### config.mk
export PLATFORM = sky130hd
export DESIGN_NAME = mem_store_buffer_flat
export DESIGN_NICKNAME = d
export VERILOG_FILES = /design/src/rtl/mem_store_buffer_if.sv /design/src/rtl/mem_store_buffer.sv /design/src/flat_wrapper.sv
export SDC_FILE = /design/constraint.sdc
export NUM_CORES = 1
export LEC_CHECK = 0
export CAP_MARGIN = 20
export CELL_PAD_IN_SITES_DETAIL_PLACEMENT = 0
export CELL_PAD_IN_SITES_GLOBAL_PLACEMENT = 2
export CORE_MARGIN = 4
export CORE_UTILIZATION = 40
export CTS_CLUSTER_DIAMETER = 120
export CTS_CLUSTER_SIZE = 12
export DETAILED_ROUTE_END_ITERATION = 12
export MAX_ROUTING_LAYER = met4
export PLACE_DENSITY_LB_ADDON = 0.1
export SLEW_MARGIN = 20
export SYNTH_ARGS = -nofsm -noshare
export SYNTH_HDL_FRONTEND = slang
export SYNTH_SLANG_ARGS = --single-unit
### constraint.sdc
create_clock -name clk -period 4.43 [get_ports clk]
set_input_delay 0.6645 -clock clk [delete_from_list [all_inputs] [get_ports clk]]
set_output_delay 0.6645 -clock clk [all_outputs]
set_load 0.02 [all_outputs]
### src/rtl/mem_store_buffer_if.sv
// Write-only RAM port of the store buffer.
// req/ack handshake; address is always word aligned.
interface mem_store_buffer_if;
  logic        mem_req;
  logic [31:0] mem_addr;
  logic [31:0] mem_wdata;
  logic [3:0]  mem_be;
  logic        mem_ack;

  modport master (
    output mem_req, mem_addr, mem_wdata, mem_be,
    input  mem_ack
  );

  modport slave (
    input  mem_req, mem_addr, mem_wdata, mem_be,
    output mem_ack
  );
endinterface

### src/rtl/mem_store_buffer.sv
// Posted-write store buffer: in-order drain to RAM,
// word-store forwarding and byte-store load stall.
module mem_store_buffer #(
  parameter int DEPTH = 4,
  parameter int CNT_W = 3
) (
  input  logic             clk,
  input  logic             Reset,
  input  logic             st_valid,
  input  logic             st_byte,
  input  logic [31:0]      st_addr,
  input  logic [31:0]      st_data,
  output logic             st_ready,
  input  logic             ld_valid,
  input  logic [31:0]      ld_addr,
  output logic             ld_hit,
  output logic [31:0]      ld_data,
  output logic             ld_stall,
  mem_store_buffer_if.master mem,
  output logic [CNT_W-1:0] count,
  output logic             empty
);

  localparam int PTR_W = $clog2(DEPTH);

  typedef enum logic {IDLE, REQ} state_t;

  logic [29:0]      r_waddr [DEPTH];
  logic [1:0]       r_lane  [DEPTH];
  logic [31:0]      r_data  [DEPTH];
  logic             r_byte  [DEPTH];
  logic [PTR_W-1:0] r_wp;
  logic [PTR_W-1:0] r_rp;
  logic [CNT_W-1:0] r_cnt;

  state_t           r_state;
  state_t           w_nxt;
  logic             w_load;
  logic             w_pop;
  logic             w_push;

  logic             r_req;
  logic [31:0]      r_addr;
  logic [31:0]      r_wdata;
  logic [3:0]       r_be;

  logic             w_fhit;
  logic             w_fbyte;
  logic [31:0]      w_fdata;
  logic [PTR_W-1:0] w_idx;

  assign st_ready = (r_cnt < CNT_W'(DEPTH));
  assign w_push   = st_valid & st_ready;
  assign count    = r_cnt;
  assign empty    = (r_cnt == '0);

  always_ff @(posedge clk) begin
    if (Reset) begin
      r_wp  <= '0;
      r_rp  <= '0;
      r_cnt <= '0;
    end else begin
      if (w_push) begin
        r_waddr[r_wp] <= st_addr[31:2];
        r_lane[r_wp]  <= st_addr[1:0];
        r_data[r_wp]  <= st_data;
        r_byte[r_wp]  <= st_byte;
        r_wp          <= r_wp + PTR_W'(1);
      end
      if (w_pop)
        r_rp <= r_rp + PTR_W'(1);
      unique case (1'b1)
        (w_push & ~w_pop): r_cnt <= r_cnt + CNT_W'(1);
        (~w_push & w_pop): r_cnt <= r_cnt - CNT_W'(1);
        default:           r_cnt <= r_cnt;
      endcase
    end
  end

  always_ff @(posedge clk) begin
    if (Reset) r_state <= IDLE;
    else       r_state <= w_nxt;
  end

  always_comb begin
    w_nxt  = r_state;
    w_load = 1'b0;
    w_pop  = 1'b0;
    unique case (r_state)
      IDLE: begin
        if (r_cnt != '0) begin
          w_load = 1'b1;
          w_nxt  = REQ;
        end
      end
      REQ: begin
        if (mem.mem_ack) begin
          w_pop = 1'b1;
          w_nxt = IDLE;
        end
      end
      default: w_nxt = IDLE;
    endcase
  end

  // Bus fields are latched once per request and held until ack
  always_ff @(posedge clk) begin
    if (Reset) begin
      r_req   <= 1'b0;
      r_addr  <= '0;
      r_wdata <= '0;
      r_be    <= '0;
    end else if (w_load) begin
      r_req  <= 1'b1;
      r_addr <= {r_waddr[r_rp], 2'b00};
      if (r_byte[r_rp]) begin
        r_be    <= 4'b0001 << r_lane[r_rp];
        r_wdata <= {4{r_data[r_rp][7:0]}};
      end else begin
        r_be    <= 4'hF;
        r_wdata <= r_data[r_rp];
      end
    end else if (w_pop) begin
      r_req <= 1'b0;
    end
  end

  assign mem.mem_req   = r_req;
  assign mem.mem_addr  = r_addr;
  assign mem.mem_wdata = r_wdata;
  assign mem.mem_be    = r_be;

  // Walk oldest to youngest so the last match wins
  always_comb begin
    w_fhit  = 1'b0;
    w_fbyte = 1'b0;
    w_fdata = '0;
    w_idx   = '0;
    for (int k = 0; k < DEPTH; k++) begin
      w_idx = r_rp + PTR_W'(k);
      if ((CNT_W'(k) < r_cnt) &&
          (r_waddr[w_idx] == ld_addr[31:2])) begin
        w_fhit  = 1'b1;
        w_fbyte = r_byte[w_idx];
        w_fdata = r_data[w_idx];
      end
    end
  end

  assign ld_hit   = ld_valid & w_fhit & ~w_fbyte;
  assign ld_stall = ld_valid & w_fhit & w_fbyte;
  assign ld_data  = ld_hit ? w_fdata : 32'h0;

endmodule

### src/flat_wrapper.sv
// flat-port wrapper written by rule: the top's interface ports become plain ports
module mem_store_buffer_flat 
#(
  parameter int DEPTH = 4,
  parameter int CNT_W = 3
)
  (clk, Reset, st_valid, st_byte, st_addr, st_data, st_ready, ld_valid, ld_addr, ld_hit, ld_data, ld_stall, count, empty, mem_mem_req, mem_mem_addr, mem_mem_wdata, mem_mem_be, mem_mem_ack);
  mem_store_buffer_if mem_i ();
  input  logic clk;
  input  logic Reset;
  input  logic st_valid;
  input  logic st_byte;
  input  logic [31:0] st_addr;
  input  logic [31:0] st_data;
  output logic st_ready;
  input  logic ld_valid;
  input  logic [31:0] ld_addr;
  output logic ld_hit;
  output logic [31:0] ld_data;
  output logic ld_stall;
  output logic [CNT_W-1:0] count;
  output logic empty;
  output wire logic [$bits(mem_i.mem_req)-1:0] mem_mem_req;
  output wire logic [$bits(mem_i.mem_addr)-1:0] mem_mem_addr;
  output wire logic [$bits(mem_i.mem_wdata)-1:0] mem_mem_wdata;
  output wire logic [$bits(mem_i.mem_be)-1:0] mem_mem_be;
  input wire logic [$bits(mem_i.mem_ack)-1:0] mem_mem_ack;
  assign mem_mem_req = mem_i.mem_req;
  assign mem_mem_addr = mem_i.mem_addr;
  assign mem_mem_wdata = mem_i.mem_wdata;
  assign mem_mem_be = mem_i.mem_be;
  assign mem_i.mem_ack = mem_mem_ack;
  mem_store_buffer #(.DEPTH(DEPTH), .CNT_W(CNT_W)) u_core (.clk(clk), .Reset(Reset), .st_valid(st_valid), .st_byte(st_byte), .st_addr(st_addr), .st_data(st_data), .st_ready(st_ready), .ld_valid(ld_valid), .ld_addr(ld_addr), .ld_hit(ld_hit), .ld_data(ld_data), .ld_stall(ld_stall), .mem(mem_i), .count(count), .empty(empty));
endmodule
======== Yosys cells after proc, flatten, opt, wreduce, memory -nomap -nowiden ========
Memory sizes are Yosys's and may differ from the RTL's. A register that Yosys moved wholly into a read port is not among the register bits.
Cells that the tools add are included.
storage, ports and cells
  word-level logic and storage cells ...... 81
  memories kept ........................... 4
  memory bits (writable) .................. 260
  register bits ........................... 75
  input port bits ......................... 102
  output and inout port bits .............. 108
memory list
  name            depth  bits a word  rd ports  clocked after memory_dff  write ports  RTL line                text
  u_core.r_data   4      32           4         1                         1            mem_store_buffer.sv:30  logic [31:0] r_data [DEPTH];
  u_core.r_waddr  4      30           4         1                         1            mem_store_buffer.sv:28  logic [29:0] r_waddr [DEPTH];
  u_core.r_lane   4      2            1         1                         1            mem_store_buffer.sv:29  logic [1:0] r_lane [DEPTH];
  u_core.r_byte   4      1            4         1                         1            mem_store_buffer.sv:31  logic r_byte [DEPTH];
operators by class
  shift operators ......................... 1
  eq/ne operators ......................... 4
  reduce and logical (&&, ||, !) cells .... 8
  multiplexer cells ....................... 35
  bitwise operators ....................... 10
  magnitude comparators ................... 5
  $add $sub $neg .......................... 6
operators with widths
  operator             count
  $mux 32              6
  $eq 30x30->1         4
  $mux 1               18
  $mux 2               8
  $and 1x1->1          6
  $lt 1x3->1 const A   2
  $lt 2x3->1 const A   2
  $pmux 3 s2           1
  $add 2x1->2 const B  2
  $add 2x2->2 const B  2
  $logic_and 1x1->1    4
  $mux 4               1
  $not 1->1            4
  $reduce_bool 2->1    2
  $shl 1x2->4 const A  1
  $add 3x1->3 const B  1
  $logic_not 3->1      1
  $lt 3x3->1 const B   1
  $reduce_bool 3->1    1
  $sub 3x1->3 const B  1
  $pmux 1 s2           1

======== Longest topological paths before layout ========
Gate-level depths: netlist of run 1.
An unclocked memory read counts as a cell.
  depth after elaboration ................. 10
  gate-level depth with buffers ........... 16
  mapped depth without buffers ............ 9

======== Worst setup path after synthesis of run 1 ========
No wires, ideal clock.
  kind .................................... input port to output port
  start point ............................. input ld_addr[21]
  end point ............................... output ld_data[0]
  arrival ................................. 3.403 ns
  path buffers ............................ 3
  cell stages on the path ................. 10
  setup slack ............................. 0.363 ns
  data required time ...................... 3.766 ns
  path through ............................ buf_1 > xnor2_1 > or4b_1 > o22ai_2 > nand3_1 > or3_1 > clkbuf_2 > a311o_1 > buf_6 > a221oi_1
on the way
  cells in the longest elaborated chain, start to end .. 9
RTL lines
  element                                   RTL line                 text
  from (decl)                               flat_wrapper.sv:17       input logic [31:0] ld_addr;
  $eq 30x30->1                              mem_store_buffer.sv:142  (r_waddr[w_idx] == ld_addr[31:2])) begin
  $logic_and 1x1->1                         mem_store_buffer.sv:141  if ((CNT_W'(k) < r_cnt) &&
  $mux 1 (4 in a row)                       mem_store_buffer.sv:141
  $and 1x1->1 or $not 1->1 (tied branches)  mem_store_buffer.sv:150  assign ld_hit = ld_valid & w_fhit & ~w_fbyte;
  $and 1x1->1                               mem_store_buffer.sv:150
  $mux 32 (*)                               mem_store_buffer.sv:152  assign ld_data = ld_hit ? w_fdata : 32'h0;
  to (decl)                                 flat_wrapper.sv:19       output logic [31:0] ld_data;
Every way passes the cells marked *; elsewhere a longest branch is shown, timed or not.

======== Worst setup path in the final report of run 1 ========
  start point ............................. register u_core.r_rp[0]
  end point ............................... output ld_data[4]
on the way
  cells in the longest elaborated chain, start to end .. 10
RTL lines
  element                                   RTL line                 text
  from (decl)                               mem_store_buffer.sv:33   logic [PTR_W-1:0] r_rp;
  from (signal assigned)                    mem_store_buffer.sv:71   r_rp <= r_rp + PTR_W'(1);
  $add 2x1->2                               mem_store_buffer.sv:140  w_idx = r_rp + PTR_W'(k);
  $mem_v2 4x30                              -
  $eq 30x30->1                              mem_store_buffer.sv:142
  $logic_and 1x1->1                         mem_store_buffer.sv:141
  $mux 1 (3 in a row)                       mem_store_buffer.sv:141
  $and 1x1->1 or $not 1->1 (tied branches)  mem_store_buffer.sv:150
  $and 1x1->1                               mem_store_buffer.sv:150
  $mux 32 (*)                               mem_store_buffer.sv:152
Marked as above.

==> metrics.txt, run 1 <==
run status finished, violations left; failing checks negative setup slack; GRT busiest layer met2; clk_lat worst skew between 0.5 and 0.6 ns; vias per std cell just over 6; gpl congestion 0.921; worst reg2reg endpoint u_core.mem.mem_wdata[13]; DR pass1 iterations 5; Yosys warning count 0; worst rel slew slack 0.362; met1 Track Usage GR 0.399; RSZ-0062 raised after global routing true; total global routing overflow 0; internal reg-to-reg setup slack roughly 1.5 ns; Worst Path Max Fanout 5; final hold vios 0; number of global-route vias before repair ~17000; R2R depth 6; Mapped Cells ~1600; WHS Endpoint u_core.mem.mem_addr[2]; initial antenna violation count 7; DRC viols 0; post-detail-place hpwl around 54 mm; Port Buf Inserts 205; DIE AREA 0.0565 mm²; dominant cells by area after synthesis edfxtp_1, mux4_2, dfxtp_1; global-route wire length before repair between 100 and 150 mm; CTS tree yes; CTS Buf Count 34; biggest area consumer among synthesized cells edfxtp_1; Sink Count 337; flops & latches, synth approximately 340; PD cells 399 mW/mm²; share of the synthesized area in the top cell type 0.370; setup ws final -0.469 ns; worst vdd ir 0.300 mV; met3 usage in global routing 0.0519; Post-Synthesis Cell Area 0.0211 mm²; WHS around 0.45 ns; skew final 0.0376 ns; Post-synth top cells edfxtp_1, mux4_2, nand4_1; nets@finish about 2100; GRT Util Overall 0.277; Seq/Total Area, Yosys 0.443; fraction of layout cells with a size suffix above 1 0.333; fill count between 4000 and 5000; chip width 238 µm; period utilization 1.11; met2 Use GR 0.419; Hold Crit Class reg2reg; Setup-failing EPs final 34; f_max 204 MHz; H-tree Lvls 2; LEAKAGE 0.00904 µW; std cell rows between 80 and 90; hold path cells 2; Die Ht approximately 240 µm; vias between 15000 and 20000; Critical Path AT roughly 4.2 ns; Post-synth EDFFs 260; Initial Util 0.407; Power Total 11000 µW; most common cell in the synthesized netlist edfxtp_1; initial drt markers approximately 1800; Synth cell types 70; max-slew violations 0; crit end category output port; drt total wl ~78 mm; Reg clk slew, reported paths roughly 0.060 ns; CORE AREA roughly 0.052 mm²; predominant post-synthesis flop cell edfxtp_1; post-synthesis average cell area 12.9 µm²; share of synthesized registers carrying an async set or reset 0; Setup CP Type reg2out; Routed WL per cell between 20 and 30 µm; Worst setup SP type register; Max-Cap Viols 0; Period minus WS final approximately 5 ns; Ports 210; Worst Hold Launch u_core.mem.mem_addr[2]; largest net degree at the start of global routing between 70 and 80; Critical Path RT 3.77 ns; CTS root buffer clkbuf_16; Antenna Nets Post-Route 0; Least-Margin Pin Slew between 0.9 and 1 ns; CTS max path bufs 3; area growth from synthesis to layout 31.1%
==> how the worst max path moves through the flow <==
stage / from / endpoint / slack, ns / cells past startpoint
after global placement: ld_addr[3] / ld_data[0] / -0.78 / 11
after detailed placement: ld_addr[3] / ld_data[0] / -0.74 / 11
after global routing: u_core.r_rp[0] / ld_data[13] / -0.60 / 14
after CTS: u_core.r_rp[0] / ld_data[4] / -0.54 / 14
after floorplan: ld_addr[21] / ld_data[0] / 0.36 / 10
final: u_core.r_rp[0] / ld_data[4] / -0.47 / 16
==> layout make-up <==
| type | instances | area, µm² | area share |
|---|---|---|---|
| Multi-Input combinational cell | 1075 | 11200 | 0.407 |
| Antenna cell | 7 | 17.5 | 0.000633 |
| Sequential cell | 337 | 9360 | 0.338 |
| Clock buffer | 56 | 955 | 0.0345 |
| Clock inverter | 3 | 43.8 | 0.00158 |
| Inverter | 48 | 180 | 0.00651 |
| Timing Repair Buffer | 521 | 5010 | 0.181 |
| Tap cell | 680 | 851 | 0.0308 |
==> state kept, by name, summed over array words and instances, names as in the netlist, named ones only <==
register	flops
u_core.r_rp	2
u_core.mem.mem_be	4
u_core.r_data	128
u_core.r_lane	8
u_core.count	3
u_core.mem.mem_addr	30
u_core.r_wp	2
u_core.mem.mem_req	1
u_core.r_byte	4
u_core.r_state	1
u_core.r_waddr	120
u_core.mem.mem_wdata	32
==> metal layers <==
metal,part of all wire,vias up
met5,0,-
li1,-,7401
met1,0.44,8677
met4,0.016,0
met2,0.46,801
met3,0.084,97
==> layout by cell type (no fill, tap or decap), types with 20 or more instances in the layout <==
master           Yosys  layout
buf_4               10     279
edfxtp_1           260     260
mux4_2             189     189
clkdlybuf4s50_1      0     170
nand4_1            108     108
mux2i_1            101      92
nand2_1             92      91
dfxtp_1             77      73
xnor2_1             73      70
a21oi_1             60      59
nor2_1              59      57
inv_1               47      47
nor3_1              37      36
a31oi_1             36      36
clkbuf_16            0      36
o31ai_1             33      33
buf_12               2      33
xor2_1              33      32
a211oi_1            30      30
buf_6                9      29
o311a_1             32      26
clkbuf_1           101      21
a221oi_4             0      20
==> through the flow <==
step	utilization	worst slack, ns	std cells	cell area (µm²)	setup TNS [ns]
6_report	0.534	-0.469	2727	27700	-13.95
5_1_grt	0.534	-0.599	2727	27700	-18.11
4_1_cts	0.528	-0.542	2714	27400	-17.02
3_5_place_dp	0.498	-0.738	2633	25800	-20.94
3_3_place_gp	0.498	-0.782	2633	25800	-21.54
2_1_floorplan	-	0.363	1640	21100	0
==> cells by family after synthesis <==
logic type               count (synthesis)  share of synthesized area
AND/OR/NAND/NOR                        358                     0.0893
flip-flops                             337                      0.443
multiplexers                           304                      0.258
AO/OA/AOI/OAI                          296                      0.110
buffers and inverters                  228                     0.0497
XOR/XNOR                               106                     0.0440
adder cells (fa/ha/maj)                  9                    0.00534
other                                    1                   0.000178
==> power breakdown <==
part / internal (µW) / switching, µW
Combinational: 1950 / 2330
Clock: 1480 / 1250
Sequential: 3770 / 242
Total: 7200 / 3820
==> worst max-delay path, stage by stage (launching register included) <==
cell and delay (ns):
dfxtp_4 0.41, buf_12 0.14, buf_12 0.11, buf_8 0.12, buf_4 0.14, mux4_2 0.52, xnor2_2 0.14, nand4_1 0.15
buf_6 0.17, nor4_4 0.33, buf_4 0.20, and4b_1 0.26, mux2i_4 0.12, buf_12 0.17, buf_12 0.14, a221oi_4 0.35
buf_6 0.17
==> what timing repair did <==
| action | CTS | global route |
|---|---|---|
| setup buffers | 18 | 4 |
| pin swaps | 19 | 15 |
| hold buffers | 0 | 0 |
| gates resized for setup | 234 | 39 |
| gates cloned | 4 | 1 |
| setup endpoints to repair | 34 | 34 |
No activity file was read; power rests on OpenSTA's default activity.
==> run 2, diff against run 1 <==
--- a/config.mk
+++ b/config.mk
@@ -13,8 +13,10 @@
 export CTS_CLUSTER_DIAMETER = 120
 export CTS_CLUSTER_SIZE = 12
 export DETAILED_ROUTE_END_ITERATION = 12
+export GPL_ROUTABILITY_DRIVEN = 0
 export MAX_ROUTING_LAYER = met4
 export PLACE_DENSITY_LB_ADDON = 0.1
+export REMOVE_ABC_BUFFERS = 1
 export SLEW_MARGIN = 20
 export SYNTH_ARGS = -nofsm -noshare
 export SYNTH_HDL_FRONTEND = slang
==> run 2 against run 1 <==
Net effect: the run still ends with negative setup slack left; flip-flop and latch count stayed put; worst hold slack hardly changed; setup slack better by 0.0067 ns; combinational power is 2% lower; sequential share of layout area is 0.069 points lower; register-to-register slack worse by 0.03 ns; routed wire length is 4.7% lower; die area stayed put; fmax is 0.14% higher; count of clock-buffer cells in the layout is 3 higher; clock skew is 0.014 ns lower; critical path type unchanged; largest cell class unchanged; largest power group unchanged; highest routed layer unchanged.
==> metrics.txt, run 2 (synthesis results as in run 1) <==
RSZ-0062 raised after global routing true; drt total wl 74.2 mm; crit path from u_core.r_rp[0]; f_max between 200 and 250 MHz; worst rel slew slack 0.350; critical path's largest stage delay between 0.5 and 0.6 ns; final hold vios 0; LEAKAGE between 0.009 and 0.01 µW; Storage cell area between 0.009 and 0.01 mm²; DP Cell Count between 2000 and 3000; Logic pwr share 0.383; run status finished, violations left; DRC viols 0; CORE AREA approximately 0.052 mm²; Worst Path Max Fanout 10; setup ws final -0.462 ns; DR pass1 iterations 6; initial drt markers between 1000 and 1500; most used cell, CP buf_12; number of global-route vias before repair between 15000 and 20000; Setup CP Type reg2out; chip width around 240 µm; Largest Register u_core.r_data; Hold Crit Class reg2reg; Least-Margin Pin Slew approximately 0.97 ns; crit end category output port; slowest CP cell mux4_2; fraction of layout cells with a size suffix above 1 0.331; fill count 4463; Setup-failing EPs final 34; CTS Buf Count 34; CP bufs+invs 6; largest net degree at the start of global routing 76; most common cell after layout, fill and taps aside edfxtp_1; CP cell instances buf_12, buf_16, mux4_2, xnor2_1, nand4_1, buf_4, a2111oi_4, nand3_1, or3_1, a311o_2, buf_12, clkbuf_16, a221oi_4, buf_6; Reg clk slew, reported paths ~0.060 ns; worst reg2reg endpoint u_core.mem.mem_wdata[8]; PD cells between 300 and 400 mW/mm²; std cell rows between 80 and 90; CTS max path bufs 3; CTS root buffer clkbuf_16; Ports 210; Worst setup SP type register; clk_lat worst skew between 0.5 and 0.6 ns; CTS tree yes; Initial Util 0.407; total global routing overflow 0; Port Buf Inserts slightly above 200; Die Ht 238 µm; share of power burned in registers 0.362; number of flip-flops under the largest register name ~130; global-route wire length before repair 110 mm; Internal approximately 7300 µW; area growth from synthesis to layout 31.3%; failing checks negative setup slack; R2R depth 8; DIE AREA approximately 0.057 mm²; post-detail-place hpwl between 50 and 60 mm; Critical Path RT 3.77 ns; internal reg-to-reg setup slack 1.43 ns; Routed WL per cell 27.3 µm; nets@finish approximately 2100; Clk pwr share 0.255; GRT Util Overall 0.264; period utilization 1.10; final std cells w/o fill approximately 2700; skew final about 0.024 ns; Max-Cap Viols 0; Antenna Nets Post-Route 0; vias per std cell approximately 6.1; Power Total roughly 11000 µW; switching power around 3700 µW; Sink Count approximately 340; H-tree Lvls 2; most frequent cells in the layout edfxtp_1, buf_4, mux4_2, clkdlybuf4s50_1, nand4_1; vias roughly 17000; Critical Path Stages 14; area of the multi-input gates roughly 0.011 mm²; sw frac 0.337; max-slew violations 0; critical path's top delay family buffers and inverters; worst vdd ir 0.287 mV; CP endpoint ld_data[2]; Critical Path AT 4.23 ns; initial antenna violation count 5; Period minus WS final around 4.9 ns
run 2: cell types whose count changed in the layout (fill, tap and decap cells not counted), moves of 4 or more:
cell,change
o311a_1,+6
buf_12,+6
mux2i_4,+4
a221oi_4,-7
xnor2_1,-6
buf_4,-20
xnor2_2,+5
a221oi_2,+7
o311a_4,-6
run 2: final cells by class:
cell class,instances,share of cell area
diodes,4,0.000361
well taps,680,0.0307
clock buffers,59,0.0364
repair buffers,508,0.182
multi-input cells,1075,0.406
clock inverters,1,0.000406
flip-flops and latches,337,0.338
inverters,48,0.00650
run 2: metal layers:
metal	wire length (µm)	GRT usage	up-vias
li1	-	-	7358
met2	38200	0.454	657
met5	0	-	-
met3	4740	0.0446	102
met4	1820	0.0667	0
met1	29400	0.326	8474
run 2: worst register-to-register path, cell delays in order (launching register included):
cell and delay [ns]:
dfxtp_4 0.38, buf_12 0.17, buf_4 0.63, mux2_2 0.43, o21ai_2 0.12, buf_4 0.42, nor2b_1 0.20, a211oi_1 0.38
nor3_1 0.11
run 2: through the flow:
stage          hold slack (ns)  area (µm²)  TNS [ns]   util  setup slack, ns
3_3_place_gp             0.443       25700    -20.94  0.495           -0.717
4_1_cts                  0.459       27500    -13.28  0.530           -0.435
5_1_grt                  0.470       27700    -17.82  0.535           -0.590
2_1_floorplan            0.469       20200   -322.49      -            -8.98
6_report                 0.454       27700    -13.55  0.535           -0.462
3_5_place_dp             0.449       25700    -21.20  0.495           -0.709
run 2: power by group through the flow:
stage / combinational, µW / sequential [µW] / clock [µW]
floorplan: 2050 / 4530 / 0
global placement: 3960 / 4050 / 0
detailed placement: 3980 / 4070 / 0
CTS: 4250 / 3980 / 2870
global route: 4510 / 4020 / 3000
finish: 4200 / 3980 / 2800
run 2: worst min-delay path by stage:
stage	start	end	slack, ns	cells after the start
after floorplan	u_core.r_state	u_core.r_state	0.47	1
after global placement	u_core.mem.mem_wdata[0]	u_core.mem.mem_wdata[0]	0.44	2
after detailed placement	u_core.mem.mem_addr[20]	u_core.mem.mem_addr[20]	0.45	2
after CTS	u_core.mem.mem_addr[6]	u_core.mem.mem_addr[6]	0.46	2
after global routing	u_core.mem.mem_addr[20]	u_core.mem.mem_addr[20]	0.47	2
final	u_core.mem.mem_wdata[7]	u_core.mem.mem_wdata[7]	0.45	2
run 2: what timing repair did:
action                     CTS  global route
hold buffers                 0             0
setup endpoints to repair   34            34
setup buffers               23             2
gates resized for setup    263            32
gates cloned                 5             2
pin swaps                   17             4
==> run 3, diff against run 2 <==
--- a/config.mk
+++ b/config.mk
@@ -5,7 +5,7 @@
 export SDC_FILE = /design/constraint.sdc
 export NUM_CORES = 1
 export LEC_CHECK = 0
-export CAP_MARGIN = 20
+export CAP_MARGIN = 10
 export CELL_PAD_IN_SITES_DETAIL_PLACEMENT = 0
 export CELL_PAD_IN_SITES_GLOBAL_PLACEMENT = 2
 export CORE_MARGIN = 4
==> results of run 3 <==
No change in the layout: final DEF, timing and power equal those of run 2.
==> edit (config.mk and constraints of run 2) <==
`DEPTH` is set to 4 in 2 places; all go to 8.
--- a/src/rtl/mem_store_buffer.sv
+++ b/src/rtl/mem_store_buffer.sv
@@ -1,7 +1,7 @@
 // Posted-write store buffer: in-order drain to RAM,
 // word-store forwarding and byte-store load stall.
 module mem_store_buffer #(
-  parameter int DEPTH = 4,
+  parameter int DEPTH = 8,
   parameter int CNT_W = 3
 ) (
   input  logic             clk,
--- a/src/flat_wrapper.sv
+++ b/src/flat_wrapper.sv
@@ -1,7 +1,7 @@
 // flat-port wrapper written by rule: the top's interface ports become plain ports
 module mem_store_buffer_flat 
 #(
-  parameter int DEPTH = 4,
+  parameter int DEPTH = 8,
   parameter int CNT_W = 3
 )
   (clk, Reset, st_valid, st_byte, st_addr, st_data, st_ready, ld_valid, ld_addr, ld_hit, ld_data, ld_stall, count, empty, mem_mem_req, mem_mem_addr, mem_mem_wdata, mem_mem_be, mem_mem_ack);
Check against the original RTL: not equivalent (Yosys sat finds a counterexample within 4 cycles, from zero or initial values and one cycle with Reset high).
==> edit against run 2 <==
The run still ends with setup timing left; power increased by 85%; synthesized area is 120% higher; setup slack got worse by 1200 ps; cell area up 120%; sequential cell count up 263; wire length grew to 2.7 times the old value; sequential power increased by 66%; clock power grew 70%; critical path type unchanged; largest power group unchanged.
==> edit: results (changes against run 2) <==
Status
  – Status: finished, violations left
  – Violated checks: setup timing

Placement
  – Quantity of I/O buffers inserted on ports: 205 (unchanged)
  – Placed Instances: 5852 (+120%)
  – Placed wire-length estimate after detailed placement: 139 mm (+180%)
  – Post-placement worst setup slack: -2270 ps (-1570 ps)

Clock tree
  – Clock latency on the worst-skew pair: 680 ps (+130 ps)
  – Deepest clock path buffer count: 3 (unchanged)
  – CTS clk-pin slew, worst paths: 70 ps
  – CTS root buf: clkbuf_16
  – Max H-tree Level: 2 (unchanged)
  – Number of CTS-inserted buffers: 56 (+65%)

Timing
  – Setup ws final: -1640 ps (-1180 ps)
  – Slew at the pin with the worst max-slew slack: 1060 ps (+90.2 ps)
  – Count of final setup violators: 34 (unchanged)
  – Setup TNS: -53150 ps (-39600 ps)
  – Final Hold Violating Endpoints: 0 (unchanged)
  – Clock Skews: 28.2 ps (+4.66 ps)

Synth
  – Number of warnings printed during yosys synthesis: 0 (unchanged)
  – List of most frequent post-synthesis cells: mux4_2 (572), edfxtp_1 (520), nand2_1 (382)
  – Count of different cell masters after synthesis: 85 (+21%)
  – Sequential area share after synthesis: 37.2% (-7.1 points)
  – Cells after synthesis: 3611 (+120%)
  – Fraction of synthesis flops using an asynchronous set or reset pin: 0% (unchanged)
  – Number of synthesized flops with an enable pin: 520 (+100%)
  – Top post-synthesis cells by area: edfxtp_1 (34%), mux4_2 (28%), mux2i_1 (6.9%)

Setup path
  – Peak per-stage delay on the critical path: 590 ps (+40 ps)
  – Largest fanout of any net on the critical path: 7 (-3)
  – Cell with the largest stage delay on the worst path: or4b_4
  – Cell type group with the largest total delay on the critical path: buffers and inverters
  – Arrival time reported for the critical path endpoint: 5400 ps (+1170 ps)

Detailed routing
  – Post-Route WL: 203 mm (+170%)
  – Vias per cell: 6.64 (+8.5%)
  – Number of DRC markers after the initial detailed-route iteration: 5437 (+260%)
  – Iteration count of the initial detailed-routing pass: 5 (-1)
  – Average wire per standard cell: 33.4 µm (+22%)

Global route
  – Antenna violations before repair: 11 (+6)
  – First-pass GRT wire length: 290 mm (+160%)
  – Pin count of the biggest net entering global routing: 67 (-12%)
  – Total GRT Usage: 33.7% (+7.3 points)

Pwr
  – Leakage power total: 20.7 nW (+130%)
  – IR drop worst, VDD: 0.304 mV (+5.9%)

Layout
  – Fraction of layout cells with a size suffix above 1: 42.8% (+9.7 points)
  – Register ranked first by flip-flop count: u_core.r_data
  – Flip-flop count of the largest register, all copies and words added: 256 (+100%)
  – Layout net count: 4625 (+120%)

Min path
  – Path type of the worst min-delay path: register to register
-- edit: final cells by class --
type	count	area (µm²)
Fill cell	9645	53500
Multi-Input combinational cell	2627	28700
Sequential cell	600	17200
Timing Repair Buffer	1199	11300
Tap cell	1512	1890
Clock buffer	100	1620
Inverter	31	129
Clock inverter	4	80.1
Antenna cell	10	25.0
-- edit: worst min-delay path, cell delays in order (launching register included) --
cell and delay [ps]:
dfxtp_1 320, nand2_1 50, a21oi_1 50
-- edit: stage by stage --
step | power, mW | hold slack [ps] | instance area, µm²
after floorplan | 12.0 | 476 | 44500
after global placement | 14.8 | 443 | 56100
after detailed placement | 14.9 | 454 | 56100
after CTS | 20.2 | 464 | 60100
after global routing | 21.1 | 478 | 61000
final | 20.3 | 464 | 61000
-- edit: kinds of logic (layout without fill, tap and decap cells) --
logic type / Yosys count / in the layout / synth area share, %
AO/OA/AOI/OAI: 598 / 598 / 10.0
multiplexers: 938 / 938 / 35.9
flip-flops: 600 / 600 / 37.2
XOR/XNOR: 193 / 193 / 3.67
AND/OR/NAND/NOR: 888 / 888 / 8.95
adder cells (fa/ha/maj): 8 / 8 / 0.216
buffers and inverters: 385 / 1334 / 4.02
other: 1 / 12 / 0.00811
-- edit: layer usage --
layer / vias up / GRT usage [%] / wire, µm
li1: 16500 / - / -
met5: - / - / 0
met4: 0 / 10.4 / 7480
met1: 20800 / 47.2 / 84000
met3: 408 / 6.55 / 21200
met2: 2686 / 49.9 / 90600
-- edit: timing repair --
| action | in CTS | in global routing |
|---|---|---|
| pin swaps | 71 | 75 |
| setup endpoints to repair | 34 | 34 |
| gates cloned | 11 | 5 |
| buffers inserted | 74 | 33 |
| resized for setup | 322 | 124 |
-- edit: worst paths after layout --
check	slack [ps]	to	cells past startpoint	startpoint
worst max register to register	470	u_core.mem.mem_wdata[28]	10	register
worst min-delay path	460	u_core.mem.mem_addr[13]	2	u_core.mem.mem_addr[13]
worst max-delay path	-1640	ld_data[20]	19	u_core.r_rp[0]
worst min register to register	460	u_core.mem.mem_addr[13]	2	u_core.mem.mem_addr[13]
-- edit: power breakdown --
part / leakage, nW / switching (mW) / internal [mW]
logic: 14.6 / 4.68 / 4.27
registers: 5.33 / 0.181 / 6.41
clock network: 0.804 / 2.24 / 2.52
total: 20.7 / 7.09 / 13.2
